--- src/rtl/instr_encoder_pkg.sv ---
// Shared definitions for the instruction encoder: format selectors, reject
// codes, output buffer depth and the buffered {pc, instr} entry.
package instr_encoder_pkg;

  // Selector values line up with the immediate decoder's format select.
  typedef enum logic [2:0] {
    FMT_I = 3'd0,
    FMT_J = 3'd1,
    FMT_U = 3'd2,
    FMT_B = 3'd3,
    FMT_S = 3'd4,
    FMT_R = 3'd5
  } fmt_e;

  typedef enum logic [1:0] {
    ERR_NONE  = 2'd0,
    ERR_RANGE = 2'd1,
    ERR_ALIGN = 2'd2,
    ERR_FMT   = 2'd3
  } err_e;

  localparam int FIFO_DEPTH = 2;

  typedef struct packed {
    logic [63:0] pc;
    logic [31:0] instr;
  } fifo_entry_t;

  // True when v[63:msb] are all copies of one bit, i.e. v fits as a signed
  // (msb+1)-bit value.
  function automatic logic upper_uniform(logic [63:0] v, int unsigned msb);
    logic [63:0] t;
    t = $signed(v) >>> msb;
    return (t == '0) || (t == '1);
  endfunction

endpackage

--- src/rtl/instr_fifo2.sv ---
// Two-entry output buffer holding {pc, instr}; the head entry is presented
// directly and stays put until popped.
module instr_fifo2
  import instr_encoder_pkg::*;
(
  input  logic        clk,
  input  logic        reset,
  input  logic        flush,
  input  logic        push,
  input  logic [63:0] push_pc,
  input  logic [31:0] push_instr,
  input  logic        pop,
  output logic        valid,
  output logic        full,
  output logic [63:0] head_pc,
  output logic [31:0] head_instr
);

  localparam int PTR_W = $clog2(FIFO_DEPTH);
  localparam logic [PTR_W:0] DEPTH_L = (PTR_W + 1)'(FIFO_DEPTH);

  fifo_entry_t      mem [FIFO_DEPTH];
  logic [PTR_W-1:0] wr_ptr;
  logic [PTR_W-1:0] rd_ptr;
  logic [PTR_W:0]   used;

  assign valid      = (used != '0);
  assign full       = (used == DEPTH_L);
  assign head_pc    = mem[rd_ptr].pc;
  assign head_instr = mem[rd_ptr].instr;

  always_ff @(posedge clk) begin
    if (reset) begin
      // NOTE: storage is cleared on reset only because the head is visible on
      // instr/addr and must read zero after reset; a flush leaves it alone.
      for (int i = 0; i < FIFO_DEPTH; i++) mem[i] <= '0;
      wr_ptr <= '0;
      rd_ptr <= '0;
      used   <= '0;
    end else if (flush) begin
      wr_ptr <= '0;
      rd_ptr <= '0;
      used   <= '0;
    end else begin
      if (push) begin
        mem[wr_ptr] <= '{pc: push_pc, instr: push_instr};
        wr_ptr      <= wr_ptr + 1'b1;
      end
      if (pop) rd_ptr <= rd_ptr + 1'b1;
      case ({push, pop})
        2'b10:   used <= used + 1'b1;
        2'b01:   used <= used - 1'b1;
        default: used <= used;
      endcase
    end
  end

endmodule

--- src/rtl/instr_encoder.sv ---
// Packs RISC-V style field bundles into 32-bit instruction words, rejects
// out-of-range or misaligned immediates, and streams {addr, instr} out.
module instr_encoder
  import instr_encoder_pkg::*;
(
  input  logic        clk,
  input  logic        reset,
  input  logic        start,
  input  logic [63:0] base_addr,
  input  logic        in_valid,
  output logic        in_ready,
  input  logic [2:0]  select_fmt,
  input  logic [6:0]  opcode,
  input  logic [4:0]  rd,
  input  logic [4:0]  rs1,
  input  logic [4:0]  rs2,
  input  logic [2:0]  funct3,
  input  logic [6:0]  funct7,
  input  logic [63:0] imm,
  output logic        out_valid,
  input  logic        out_ready,
  output logic [31:0] instr,
  output logic [63:0] addr,
  output logic        err,
  output logic [1:0]  err_code,
  output logic [15:0] count
);

  logic [63:0] pc;
  err_e        chk;
  err_e        err_q;
  logic [31:0] packed_word;
  logic        full;
  logic        accept;
  logic        push;
  logic        pop;

  // Readiness comes from registered fullness only, so a pop never frees a
  // slot for an accept in the same cycle.
  assign in_ready = !reset && !start && !full;
  assign accept   = in_valid && in_ready;
  assign push     = accept && (chk == ERR_NONE);
  assign pop      = out_valid && out_ready;
  assign err_code = err_q;

  always_comb begin
    // NOTE: chk gets a default before the case so no path leaves it unassigned
    // and no latch is inferred.
    chk = ERR_NONE;
    case (fmt_e'(select_fmt))
      FMT_I, FMT_S: if (!upper_uniform(imm, 11)) chk = ERR_RANGE;
      FMT_B: begin
        if (imm[0])                        chk = ERR_ALIGN;
        else if (!upper_uniform(imm, 12))  chk = ERR_RANGE;
      end
      FMT_J: begin
        if (imm[0])                        chk = ERR_ALIGN;
        else if (!upper_uniform(imm, 20))  chk = ERR_RANGE;
      end
      FMT_U: if (imm[11:0] != '0 || !upper_uniform(imm, 31)) chk = ERR_RANGE;
      FMT_R: chk = ERR_NONE;
      default: chk = ERR_FMT;
    endcase
  end

  always_comb begin
    packed_word = '0;
    case (fmt_e'(select_fmt))
      FMT_I: packed_word = {imm[11:0], rs1, funct3, rd, opcode};
      FMT_S: packed_word = {imm[11:5], rs2, rs1, funct3, imm[4:0], opcode};
      FMT_B: packed_word = {imm[12], imm[10:5], rs2, rs1, funct3,
                            imm[4:1], imm[11], opcode};
      FMT_U: packed_word = {imm[31:12], rd, opcode};
      FMT_J: packed_word = {imm[20], imm[10:1], imm[11], imm[19:12], rd, opcode};
      FMT_R: packed_word = {funct7, rs2, rs1, funct3, rd, opcode};
      default: packed_word = '0;
    endcase
  end

  instr_fifo2 u_fifo (
    .clk        (clk),
    .reset      (reset),
    .flush      (start),
    .push       (push),
    .push_pc    (pc),
    .push_instr (packed_word),
    .pop        (pop),
    .valid      (out_valid),
    .full       (full),
    .head_pc    (addr),
    .head_instr (instr)
  );

  always_ff @(posedge clk) begin
    // NOTE: all state here uses non-blocking assignments so every register
    // samples pre-edge values regardless of statement order.
    if (reset) begin
      pc    <= '0;
      count <= '0;
      err   <= 1'b0;
      err_q <= ERR_NONE;
    end else if (start) begin
      pc    <= base_addr;
      count <= '0;
      err   <= 1'b0;
      err_q <= ERR_NONE;
    end else begin
      err   <= accept && (chk != ERR_NONE);
      err_q <= accept ? chk : ERR_NONE;
      if (push) pc <= pc + 64'd4;
      if (pop && count != 16'hFFFF) count <= count + 16'd1;
    end
  end

endmodule
--- config.mk ---
export PLATFORM = sky130hd
export DESIGN_NAME = instr_encoder
export DESIGN_NICKNAME = d
export VERILOG_FILES = /design/src/rtl/instr_encoder_pkg.sv /design/src/rtl/instr_fifo2.sv /design/src/rtl/instr_encoder.sv
export SDC_FILE = /design/constraint.sdc
export NUM_CORES = 1
export LEC_CHECK = 0
export ABC_AREA = 0
export ABC_CLOCK_PERIOD_IN_PS = 6560
export BUFFER_PORTS_ARGS = -buffer_cell sky130_fd_sc_hd__buf_2
export CAP_MARGIN = 20
export CORE_ASPECT_RATIO = 1.2
export CORE_MARGIN = 2
export CORE_UTILIZATION = 56
export DETAILED_ROUTE_END_ITERATION = 12
export GPL_TIMING_DRIVEN = 0
export PLACE_DENSITY = 0.81
export SYNTH_ARGS = -nofsm -noshare
export SYNTH_HDL_FRONTEND = slang
export SYNTH_SLANG_ARGS = --single-unit
--- constraint.sdc ---
create_clock -name clk -period 6.56 [get_ports clk]
set_input_delay 1.312 -clock clk [delete_from_list [all_inputs] [get_ports clk]]
set_output_delay 1.312 -clock clk [all_outputs]
set_load 0.01 [all_outputs]
==> impl_metrics.tcl, run 1 <==
set metrics [dict create \
    required_ps 6760 \
    finish.utilization_pct 68.0 \
    post_synth_and_or_nand_nor_area_fraction_pct 20.9 \
    drt_wl_total_um 44700 \
    cts-buffers-inserted 28 \
    combinational_family_with_the_most_area_after_synthesis "simple AND/OR/NAND/NOR gates" \
    final.hold.worst_slack_ps 501 \
    arr_time_crit_path_ps 5750 \
    tritoncts_num_sinks 280 \
    synthDominantAreaCellType "edfxtp_1" \
    fmax_mhz 180 \
    worst_slew_pin_slew_ps 983 \
    cts_buffer_depth 3 \
    synth_mux_area_share_pct 9.24 \
    postSynthCellCount 1326 \
    drc_errors 0 \
    finalSetupTns_ps 0 \
    routed_wl_per_cell_um 22.5 \
    clock_tree.root_cell "clkbuf_16" \
    power_density_nw_per_um2 238 \
    netlist_top_cells_count "edfxtp_1, nor2_1, mux2_2, dfxtp_1, nand2_1" \
    warnings_from_yosys 0 \
    cts_hold_repair.buffers 0 \
    power_w 0.00399 \
    gr-total-overflow 0 \
    register_area_um2 7530 \
    max-cap-violations 0 \
    start_kind "primary input" \
    fillCellCount 1933 \
    synthMostInstantiatedCell "edfxtp_1" \
    htreeDepth 1 \
    fraction_of_layout_instances_using_a_drive_strength_above_1_pct 27.5 \
    postSynthRegisterBits 280 \
    initialDrtViolationCount 1218 \
    crit_type "in2reg" \
    grt_start_max_net_pins 57 \
    synth_compound_gate_area_share_pct 10.9 \
    netlist-cell-type-count 65 \
    slew-limit-headroom_pct 34.2 \
    setup.worst_path.end_class "flop" \
    detail-route-antenna-nets 0 \
    static-leakage-power_nw 6.82 \
    total_die_area_um2 26300 \
    setup_repair_after_global_routing_missed_its_margin "false" \
    grt_antenna_before_repair 1 \
    route.detailed.vias_per_inst 6.23 \
    synth_xor_xnor_area_share_pct 1.75 \
    adder_cell_share_of_the_synthesized_area_pct 0.268 \
    worstPathMaxFanout 56 \
    first_pass_grt_wire_length_um 66600 \
    post_synth_main_area_contributors "edfxtp_1, dfxtp_1, mux2_2" \
    first_pass_iters 6 \
    netlist.area_leader.share_pct 41.1 \
    tritoncts "done" \
    num_vias 12383 \
    final-setup-viol-count 0 \
    syn-cell-area_um2 14000 \
    layout_worst_path_cycle_share_pct 84.5 \
    fin_nets 1810 \
    cts_repair_resize_count 0 \
    post_syn_nets 1497 \
    dieHeight_um 177 \
    irDropWorstVdd_mv 0.230 \
    multi_input_comb_area_um2 6050 \
    cts.reportedPaths.clkPinSlew_ps 60 \
    core.rowCount 63 \
    ys_async_sr_fraction_pct 0 \
    numPortBuffers 281 \
    ios 285 \
    gp_congestion 0.975 \
    grt_use_total_pct 33.0 \
    ys_seq_area_share_pct 53.7 \
    timing.final.crit_period_ps 5540 \
    run_status "finished, final reports clean" \
    first_global_vias 12105 \
    flow.area_growth_from_synthesis_pct 19.8 \
    slew_violations 0 \
    clk-insertion-delay-late_ps 550 \
    finish.cell_count_without_fillers 1987 \
    skew_ps 21.2 \
    final-hold-violation-count 0 \
    synth_edf_count 192 \
    post_cts_buffers 0 \
    core_area_um2 24700 \
    yosys_most_used_dff "edfxtp_1" \
    syn_area_per_cell_um2 10.6 \
    floorplan.initialDensity_pct 56.8 \
    class_of_the_most_critical_hold_timing_path "reg2reg" \
    detailed_place_hpwl_um 31700 \
    placed_cells 1934 \
    die_outline_width_um 148 \
]
==> per-stage QoR <==
step                      worst slack (ps)  cell area [um^2]
after floorplan                        702             14000
after global placement               -1620             15800
after detailed placement               663             15900
after CTS                             1140             16800
after global routing                   884             16800
final                                 1020             16800
==> final timing paths <==
kind | from | to | slack [ps] | depth (start not counted)
setup / recovery | imm[54] | u_fifo.mem[1][30]$_SDFFCE_PN0P_ | 1020 | 12
hold / removal | u_fifo.used[1]$_SDFFE_PP0P_ | u_fifo.used[1]$_SDFFE_PP0P_ | 500 | 2
setup reg to reg | u_fifo.used[0]$_SDFFE_PP0P_ | u_fifo.mem[1][30]$_SDFFCE_PN0P_ | 2580 | 10
hold reg to reg | u_fifo.used[1]$_SDFFE_PP0P_ | u_fifo.used[1]$_SDFFE_PP0P_ | 500 | 2
==> routing by layer <==
layer,up-vias,global-route usage [%],wire [um]
li1,5582,-,-
met1,5942,41.0,16800
met2,714,55.8,21600
met3,145,6.02,4060
met4,0,16.0,2320
met5,-,0,0
==> cell usage in the layout, fill, tap and decap left out, types with 4 or more instances in the layout <==
master,synthesis,final
a22oi_1,23,23
a21o_1,24,24
a21oi_1,28,28
nor2_1,161,161
inv_1,17,17
nand4_1,38,38
buf_1,10,10
buf_2,8,289
and2_1,66,66
o211ai_1,5,5
a21boi_0,4,4
a221o_1,10,10
a211oi_1,14,14
xnor2_1,12,12
and3_1,82,82
o311ai_0,7,7
or4_1,4,4
clkinv_2,0,7
a221oi_1,11,11
nor3b_1,4,4
or3_1,13,13
nand3_1,48,48
mux2_2,105,105
a22o_1,4,4
o21ai_0,41,41
dfxtp_1,88,88
nor3_1,26,26
a31oi_1,17,17
edfxtp_1,192,192
clkbuf_16,0,29
mux2i_1,9,9
clkbuf_1,72,81
xor2_1,16,16
nand2_1,84,82
nor4_1,28,28
==> final cells by class <==
class	count	area share, %
antenna	1	0.0149
multi-input combinational	934	36.0
timing repair buffer	283	8.71
inverter	18	0.403
buffer	94	2.30
tap	325	2.42
clock buffer	39	4.61
sequential	280	44.8
clock inverter	13	0.663
==> cells by family after synthesis <==
| family | after synthesis |
|---|---|
| compound gates | 216 |
| xor+xnor | 28 |
| fa+ha+maj | 3 |
| buf+inv | 112 |
| flops | 280 |
| mux | 115 |
| simple gates | 572 |
==> sequential cells by signal, indices dropped and copies added (netlist names), named ones only <==
signal	flops
u_fifo.used	2
u_fifo.mem	192
count	16
pc	64
u_fifo.rd_ptr	1
err_code	2
u_fifo.wr_ptr	1
err	1
==> power by group <==
group          total [W]  internal [W]  leakage, nW  switching [W]
combinational   0.000406      0.000153         3.66       0.000253
clock            0.00158      0.000898        0.436       0.000678
sequential       0.00201       0.00196         2.72      0.0000510
total            0.00399       0.00301         6.82       0.000983
==> critical path: stages <==
cell	delay (ps)
buf_2	130
nand4_1	100
nor4_1	660
nand4_1	240
o21ai_0	600
o21ai_2	370
nor2_4	200
buf_2	340
nand2_1	270
clkbuf_1	450
nand2_4	650
buf_16	330
Note: power is estimated with default switching activity, not from simulation.
==> inputs of run 2 (changes only) <==
Settings changed: ABC_AREA 0 to 1, ABC_CLOCK_PERIOD_IN_PS 6560 to 4900, CORE_UTILIZATION 56 to 51, PLACE_DENSITY 0.81 to 0.77.
Clock period 6.56 ns to 4.9 ns, I/O delays scaled along.
==> run 2 against run 1 <==
Die area rose by 17%. Critical path depth down 7. Synthesized cell count up 34%. Power grew 35%. Core utilization fell by 6.1 points. Critical endpoint is now addr[52]. Wire length is 1.9% higher. Sequential share of layout area shrank 2.7 points. Setup slack got worse by 160 ps. Cell area grew 6.4%. Hold slack worse by 47 ps. Largest power group unchanged. Area after synthesis is 6.8% higher. Final cell count up 26%.
==> impl_metrics.tcl, run 2 <==
set metrics [dict create \
    largest_reg_flops 192 \
    static-leakage-power_nw 7.14 \
    layout_common_cells "nand2_1, nor2_1, buf_2" \
    synthMostInstantiatedCell "nand2_1" \
    fillCellCount 2513 \
    first_global_vias 13108 \
    core_area_um2 28800 \
    clockPowerShare_pct 40.6 \
    ios 285 \
    cts.reportedPaths.clkPinSlew_ps 60 \
    switching_power_w 0.00133 \
    fmax_mhz 247 \
    required_ps 3920 \
    final-hold-violation-count 0 \
    num_vias 13558 \
    finish.cell_count_without_fillers 2503 \
    fraction_of_layout_instances_using_a_drive_strength_above_1_pct 23.7 \
    flow.area_growth_from_synthesis_pct 19.3 \
    grt_use_total_pct 29.0 \
    start_kind "flop" \
    crit_type "reg2out" \
    post_syn_nets 1950 \
    first_pass_grt_wire_length_um 70300 \
    detailed_place_hpwl_um 34400 \
    timing.final.crit_period_ps 4040 \
    htreeDepth 1 \
    arr_time_crit_path_ps 3060 \
    core.rowCount 68 \
    gr-total-overflow 0 \
    grt_start_max_net_pins 66 \
    cts_buffer_depth 3 \
    yosys_most_used_dff "edfxtp_1" \
    clock_tree.root_cell "clkbuf_16" \
    drc_errors 0 \
    clk-insertion-delay-late_ps 550 \
    final.hold.worst_slack_ps 454 \
    first_pass_iters 6 \
    netlist_top_cells_count "nand2_1, nor2_1, edfxtp_1, inv_1, nand3_1" \
    slew-limit-headroom_pct 43.0 \
    netlist.area_leader.share_pct 38.5 \
    preCtsSetupSlack_ps 874 \
    synth_edf_count 192 \
    fin_area_um2 17900 \
    die_outline_width_um 160 \
    biggestRegsByFlops "u_fifo.mem x192, pc x64, count x16" \
    skew_ps 13.9 \
    floorplan.initialDensity_pct 51.9 \
    worst_slew_pin_slew_ps 855 \
    setup.worst_path.end_class "output pin" \
    class_of_the_most_critical_hold_timing_path "reg2reg" \
    initialDrtViolationCount 1441 \
    finalSetupTns_ps 0 \
    register_area_um2 7530 \
    worstPathMaxFanout 10 \
    grt_antenna_before_repair 1 \
    registers.top_by_ff_count "u_fifo.mem" \
    syn-cell-area_um2 15000 \
    internal-power_w 0.00405 \
    run_status "finished, final reports clean" \
    power_switching_share_pct 24.6 \
    cts-buffers-inserted 29 \
    ys_async_sr_fraction_pct 0 \
    warnings_from_yosys 0 \
    gp_congestion 0.983 \
    cts_repair_resize_count 0 \
    setup_repair_after_global_routing_missed_its_margin "false" \
    tritoncts "done" \
    dieHeight_um 192 \
    power_density_nw_per_um2 301 \
    cts_hold_repair.buffers 0 \
    synthDominantAreaCellType "edfxtp_1" \
    syn_area_per_cell_um2 8.42 \
    cell_area_after_placement_um2 16900 \
    postSynthCellCount 1779 \
    netlist-cell-type-count 42 \
    irDropWorstVdd_mv 0.211 \
    tritoncts_num_sinks 280 \
    route.detailed.vias_per_inst 5.42 \
    slew_violations 0 \
    multi_input_comb_area_um2 6400 \
    post_cts_buffers 0 \
    detail-route-antenna-nets 0 \
    post_synth_main_area_contributors "edfxtp_1, dfxtp_1, nand2_1" \
    postSynthRegisterBits 280 \
    drt_wl_total_um 45600 \
    fraction_of_power_consumed_by_sequential_logic_pct 49.5 \
    final-setup-viol-count 0 \
    routed_wl_per_cell_um 18.2 \
    p_comb_share_pct 9.9 \
    total_die_area_um2 30800 \
    placed_cells 2448 \
    r2r_start "u_fifo.used[0]$_SDFFE_PP0P_" \
    layout_worst_path_cycle_share_pct 82.5 \
    fin_nets 2265 \
    min_from "u_fifo.rd_ptr$_SDFFE_PP0P_" \
    finalWorstSetupSlack_ps 857 \
    ys_seq_area_share_pct 50.3 \
    max-cap-violations 0 \
    numPortBuffers 282 \
    layout.cells.most_common "nand2_1" \
]
[run 2: cell types whose count changed after synthesis, moves of 26 or more]
cell      change
a21oi_1      +55
and2_1       -60
and3_1       -79
clkbuf_1     -43
inv_1       +161
nand2_1     +285
nand3_1      +57
nor2_1      +163
o21ai_0      +26
[run 2: cell type report]
class	count	share of cell area, %
Inverter	181	3.80
Buffer	75	2.16
Multi-Input combinational cell	1243	35.8
Antenna cell	2	0.0280
Tap cell	385	2.70
Sequential cell	280	42.1
Timing Repair Buffer	284	8.21
Clock buffer	36	4.21
Clock inverter	17	0.966
[run 2: path summary, 6_finish.rpt]
kind / endpoint / slack, ps / cells past startpoint
max reg2reg: u_fifo.mem[0][33]$_SDFFCE_PN0P_ / 2150 / 9
min reg2reg: u_fifo.rd_ptr$_SDFFE_PP0P_ / 450 / 1
max: addr[52] / 860 / 5
min: u_fifo.rd_ptr$_SDFFE_PP0P_ / 450 / 1
[run 2: worst max-delay path, cell delays in order (launching register included)]
cell	delay [ps]
dfxtp_1	300
clkbuf_1	360
clkbuf_1	700
clkbuf_1	590
mux2_2	410
buf_2	140
[run 2: stage by stage]
stage	utilization, %	power, W
5_1_grt	61.9	0.00554
4_1_cts	61.9	0.00539
6_report	62.0	0.00538
3_3_place_gp	58.5	0.00323
2_1_floorplan	-	0.00300
3_5_place_dp	58.7	0.00324
[run 2: cell families (layout without fill, tap and decap cells)]
group	after synthesis	after routing	synth area share, %
xor gates and xnor gates	40	40	2.34
buffers and inverters	256	593	7.11
adders and majority gates	3	3	0.251
muxes	96	96	7.22
DFF	280	280	50.3
other	0	2	0
AOI/OAI and AO/OA	179	179	6.49
and+or+nand+nor	925	925	26.3
[run 2: power groups by stage]
stage               combinational [W]  sequential, W  clock [W]
floorplan                    0.000296        0.00270          0
global placement             0.000507        0.00272          0
detailed placement           0.000523        0.00271          0
CTS                          0.000527        0.00266    0.00220
global route                 0.000579        0.00267    0.00229
finish                       0.000530        0.00266    0.00219
[run 2: per-layer routing]
metal  wire length [um]  part of all wire [%]  global-route usage (%)  up-vias
met5                  0                     0                       0        -
met4               1550                   3.4                    10.0        0
met3               2840                   6.2                    2.92       96
met2              22500                    49                    51.0      581
met1              18700                    41                    37.5     6358
li1                   -                     -                       -     6523
